`src/rtl/mem_arb_pkg.sv`:
```
// mem_arb_pkg: shared state encoding, port ids and default timeout for mem_arbiter
package mem_arb_pkg;
  typedef enum logic [1:0] {IDLE, GRANT_I, GRANT_D} state_t;
  localparam logic PORT_I = 1'b0;
  localparam logic PORT_D = 1'b1;
  localparam int TIMEOUT_DEF = 16;
endpackage

```
`src/rtl/mem_arb_timer.sv`:
```
// mem_arb_timer: wait counter that flags the last allowed cycle of a granted access
module mem_arb_timer
  import mem_arb_pkg::*;
#(
  parameter int TIMEOUT = TIMEOUT_DEF
) (
  input  logic clk,
  input  logic rst,
  input  logic clr,
  input  logic en,
  output logic expired
);
  localparam int W = $clog2(TIMEOUT + 1);
  logic [W-1:0] count;
  always_ff @(posedge clk)
    if (rst || clr) count <= '0;
    else if (en) count <= count + 1'b1;
  assign expired = count == W'(TIMEOUT - 1);
endmodule

```
`src/rtl/mem_arbiter.sv`:
```
// mem_arbiter: two-port (fetch/data) round-robin arbiter onto one memory port with timeout
module mem_arbiter
  import mem_arb_pkg::*;
#(
  parameter int TIMEOUT = TIMEOUT_DEF
) (
  input  logic        clk,
  input  logic        rst,
  input  logic        i_req,
  input  logic [31:0] i_addr,
  output logic [31:0] i_rdata,
  output logic        i_ack,
  output logic        i_err,
  input  logic        d_req,
  input  logic        d_we,
  input  logic [31:0] d_addr,
  input  logic [31:0] d_wdata,
  input  logic [3:0]  d_be,
  output logic [31:0] d_rdata,
  output logic        d_ack,
  output logic        d_err,
  output logic        m_req,
  output logic        m_we,
  output logic [31:0] m_addr,
  output logic [31:0] m_wdata,
  output logic [3:0]  m_be,
  input  logic [31:0] m_rdata,
  input  logic        m_ack
);
  state_t state, state_nx;
  logic last_grant, lat_we, expired, i_elig, d_elig, pick_d, start, done;
  logic [31:0] lat_addr, lat_wdata;
  logic [3:0] lat_be;
  mem_arb_timer #(.TIMEOUT(TIMEOUT)) u_timer (
    .clk(clk), .rst(rst), .clr(state == IDLE), .en(m_req && !m_ack), .expired(expired)
  );
  // A port is ineligible in its own ack cycle so the other side gets a turn
  always_comb begin
    i_elig = i_req && !i_ack;
    d_elig = d_req && !d_ack;
    pick_d = d_elig && (!i_elig || last_grant == PORT_I);
    start = state == IDLE && (i_elig || d_elig);
    done = state != IDLE && (m_ack || expired);
    state_nx = start ? (pick_d ? GRANT_D : GRANT_I) : done ? IDLE : state;
  end
  always_ff @(posedge clk)
    if (rst) state <= IDLE;
    else state <= state_nx;
  always_ff @(posedge clk)
    if (rst) begin
      last_grant <= PORT_D;
      {lat_we, lat_addr, lat_wdata, lat_be} <= '0;
      {i_ack, i_err, i_rdata, d_ack, d_err, d_rdata} <= '0;
    end else begin
      i_ack <= 1'b0;
      d_ack <= 1'b0;
      if (start) begin
        last_grant <= pick_d ? PORT_D : PORT_I;
        lat_we <= pick_d && d_we;
        lat_addr <= pick_d ? d_addr : i_addr;
        lat_wdata <= pick_d ? d_wdata : '0;
        lat_be <= pick_d ? d_be : 4'hF;
      end
      if (done && state == GRANT_I) begin
        i_ack <= 1'b1;
        i_err <= !m_ack;
        i_rdata <= m_ack ? m_rdata : '0;
      end
      if (done && state == GRANT_D) begin
        d_ack <= 1'b1;
        d_err <= !m_ack;
        d_rdata <= (m_ack && !lat_we) ? m_rdata : '0;
      end
    end
  assign m_req = state != IDLE;
  assign m_we = m_req && lat_we;
  assign m_addr = m_req ? lat_addr : '0;
  assign m_wdata = m_req ? lat_wdata : '0;
  assign m_be = m_req ? lat_be : '0;
endmodule

```
`config.mk`:
```
export PLATFORM = sky130hd
export DESIGN_NAME = mem_arbiter
export DESIGN_NICKNAME = d
export VERILOG_FILES = /design/src/rtl/mem_arb_pkg.sv /design/src/rtl/mem_arb_timer.sv /design/src/rtl/mem_arbiter.sv
export SDC_FILE = /design/constraint.sdc
export NUM_CORES = 1
export LEC_CHECK = 0
export CELL_PAD_IN_SITES_DETAIL_PLACEMENT = 1
export CELL_PAD_IN_SITES_GLOBAL_PLACEMENT = 1
export CORE_MARGIN = 5
export CORE_UTILIZATION = 29
export CTS_CLUSTER_DIAMETER = 150
export DETAILED_ROUTE_END_ITERATION = 6
export PLACE_DENSITY = 0.89
export SETUP_SLACK_MARGIN = 0.2
export SYNTH_ARGS = -nofsm -noshare
export SYNTH_HDL_FRONTEND = slang
export SYNTH_SLANG_ARGS = --single-unit
```
`constraint.sdc`:
```
create_clock -name clk -period 2.21 [get_ports clk]
set_input_delay 0.3315 -clock clk [delete_from_list [all_inputs] [get_ports clk]]
set_output_delay 0.3315 -clock clk [all_outputs]
set_load 0.02 [all_outputs]
```
==> flow_summary.ini <==
[setup_path]
worstPathBufferInverterCount = 3
type_of_the_setup_path_with_the_least_slack = register to output port
critPathArrivalTime_ns = 1.58
cp_data_required_time_ns = 1.88
crit_path_capture_type = output port
worst_path_max_delay_cell = dfxtp_2
crit_family = buffers and inverters
critical_path.cell_chain = nor2_4 -> inv_6 -> buf_6 -> and2_1 -> clkdlybuf4s15_2
critPathMaxStageDelay_ns = 0.36
crit_path_max_fanout = 15
critPathLaunchType = register

[final_layout]
nets = 956
final_cells = 1063
final_layout_size_suffix_gt1_share_pct = 16.2
layout-area-overhead-vs-synth_pct = 62.1
final.fill_count = 2082
final_cell_mix = clkdlybuf4s50_1, dfxtp_1, and2_1
postLayoutCoreUtil_pct = 47.6
final_common_cell = clkdlybuf4s50_1
n_antenna_cell = 0

[timing]
worst_rel_slew_slack_pct = 69.5
rsz0062_at_grt = false
post-route-min-period_ns = 1.92
post-route-period-util_pct = 86.7
worst_clock_skew_ns = 0.00935
slew_viol_final = 0
final_report_hold_violation_count = 0
maxClockFrequency_mhz = 522
transition_at_the_pin_with_the_smallest_max_transition_slack_ns = 0.458
worst_slack_ns = 0.294
setup-tns-final_ns = 0
finalSetupViolations = 0

[global_routing]
global_route_wire_length_before_repair_um = 31800
grt_overflow_total = 0
number_of_antenna_violations_at_the_first_check_in_global_routing = 0
grt_usage_pct = 18.5
grt_pass1_vias = 5633
pin_count_of_the_biggest_net_entering_global_routing = 44

[synthesis]
syn_avg_cell_area_um2 = 10.1
synth_top_cells_by_area = dfxtp_1, and2_1, a22oi_1
netlist-cell-type-count = 38
synth_sequential_area_ratio_pct = 52.8
post-synth-top-area-fraction_pct = 52.8
yosys.area.top_type = dfxtp_1
synth.net_count = 686
synth.ff_latch_count = 145
synth-warning-count = 0
synth_flop_cell = dfxtp_1
ys_async_sr_fraction_pct = 0
synth_enable_flop_cells = 0
synthesis.area_um2 = 5490
post_synth_inst_count = 546

[clock_network]
ctsHtreeMaxLevel = 4
latest_clock_arrival_within_the_worst_skew_pair_ns = 0.42
cts_buffer_depth = 2
cts.sinks = 145
clkTransAtPathRegs_ns = 0.06
clock-root-buffer = clkbuf_16
tritoncts = yes
postCtsHoldBufs = 0
cts_inserted_buffers = 17

[hold_path]
worst_hold_path_type = input port to register

[placement]
dpl_worst_slack_ns = 0.128
numPlacedInstances = 1030
finalWeightedCongestion = 0.743
io_buffers = 275
post-dp-hpwl_um = 14900

[floorplan]
fp.dieArea_um2 = 21800
io_pins = 276
dieHeight_um = 148
core_area_um2 = 18700
num_rows = 50
start_util_pct = 29.4
overall_die_width_um = 148

[detailed_routing]
routed_wire_length_per_instance_um = 19.2
drt_drc_violations_left = 0
drtIter0Drc = 205
vias_per_cell = 4.98
drt_pass1_iterations = 4
finalWirelength_um = 20500
dr_total_vias = 5298
detail-route-antenna-nets = 0

[job]
drv.max_cap_violation_count = 0

[power_and_ir_drop]
p_leak_nw = 3.59
pwr_density_cell_nw_per_um2 = 768
fin_total_pwr_mw = 6.84
irDropWorstVdd_mv = 0.468

[run_status]
status = finished clean
-- layout make-up --
type	instances	area (um^2)	share of cell area, %
flip-flops and latches	145	2910	32.7
repair buffers	298	2750	30.9
multi-input cells	350	2380	26.7
clock buffers	18	429	4.82
well taps	234	293	3.29
clock inverters	14	126	1.42
inverters	4	20.0	0.225
-- where the power goes --
group / switching [mW] / internal [mW] / leakage [nW]
Clock: 1.24 / 1.47 / 0.272
Sequential: 0.104 / 2.79 / 1.18
Combinational: 0.612 / 0.620 / 2.13
-- metal layers --
metal  part of all wire, %  vias to the layer above  GRT usage, %  wire, um
met2                    48                      227          32.3      9890
li1                      -                     2494             -         -
met1                    40                     2555          20.6      8280
met5                     0                        -             0         0
met3                   9.5                       22          7.82      1950
met4                   1.6                        0          5.08       332
-- worst paths after layout --
check	cells past startpoint	end	startpoint	slack [ns]
setup / recovery	5	m_addr[28]	state[0]	0.29
hold / removal	2	d_err	rst	0.25
setup reg to reg	9	d_rdata[14]	u_timer.count[0]	0.32
hold reg to reg	2	i_err	i_err	0.47
-- worst reg2reg max path, stage by stage, from the launching register on --
cell and delay, ns:
dfxtp_2 0.33, ha_1 0.20, and3_1 0.19, ha_1 0.21, nor2_1 0.15, buf_4 0.15
nor2_1 0.06, nor2_2 0.14, buf_12 0.22, a22o_1 0.19
-- what timing repair did --
action	4_1_cts	5_1_grt
endpoints found under the setup margin	71	86
setup buffers	0	1
resized for setup	165	67
hold endpoints to repair	0	0
pin swaps	0	1
-- through the flow --
step                      instance area [um^2]  hold WS (ns)
after global placement                    8600         0.443
after detailed placement                  8600         0.463
after floorplan                           5490         0.439
final                                     8900         0.248
after global routing                      8900         0.239
after CTS                                 9190         0.229
-- synth_stat cells, types with 2 or more instances --
| master | number |
|---|---|
| a211oi_1 | 2 |
| nand2b_1 | 2 |
| nor3_1 | 6 |
| buf_2 | 20 |
| buf_6 | 3 |
| a22o_1 | 32 |
| a21oi_1 | 4 |
| a22oi_1 | 65 |
| o22ai_1 | 4 |
| inv_1 | 3 |
| dfxtp_1 | 145 |
| nor2_1 | 75 |
| nor2b_1 | 4 |
| xor2_1 | 2 |
| ha_1 | 2 |
| and2_0 | 11 |
| clkbuf_1 | 23 |
| a221o_1 | 32 |
| and2_1 | 90 |
| nand2_1 | 3 |
-- flip-flops by register name (all words and copies together), names as in the netlist --
register       cells
d_rdata           32
i_rdata           32
lat_addr          32
lat_wdata         32
u_timer.count      5
lat_be             4
state              2
d_ack              1
d_err              1
i_ack              1
i_err              1
last_grant         1
lat_we             1
-- logic make-up after synthesis --
family / after synthesis / share of synthesized area [%]
xor+xnor: 3 / 0.478
mux: 1 / 0.182
compound gates: 145 / 22.0
simple gates: 199 / 19.6
fa+ha+maj: 2 / 0.456
buf+inv: 51 / 4.42
flops: 145 / 52.8
Note: power is estimated with default switching activity, not from simulation.
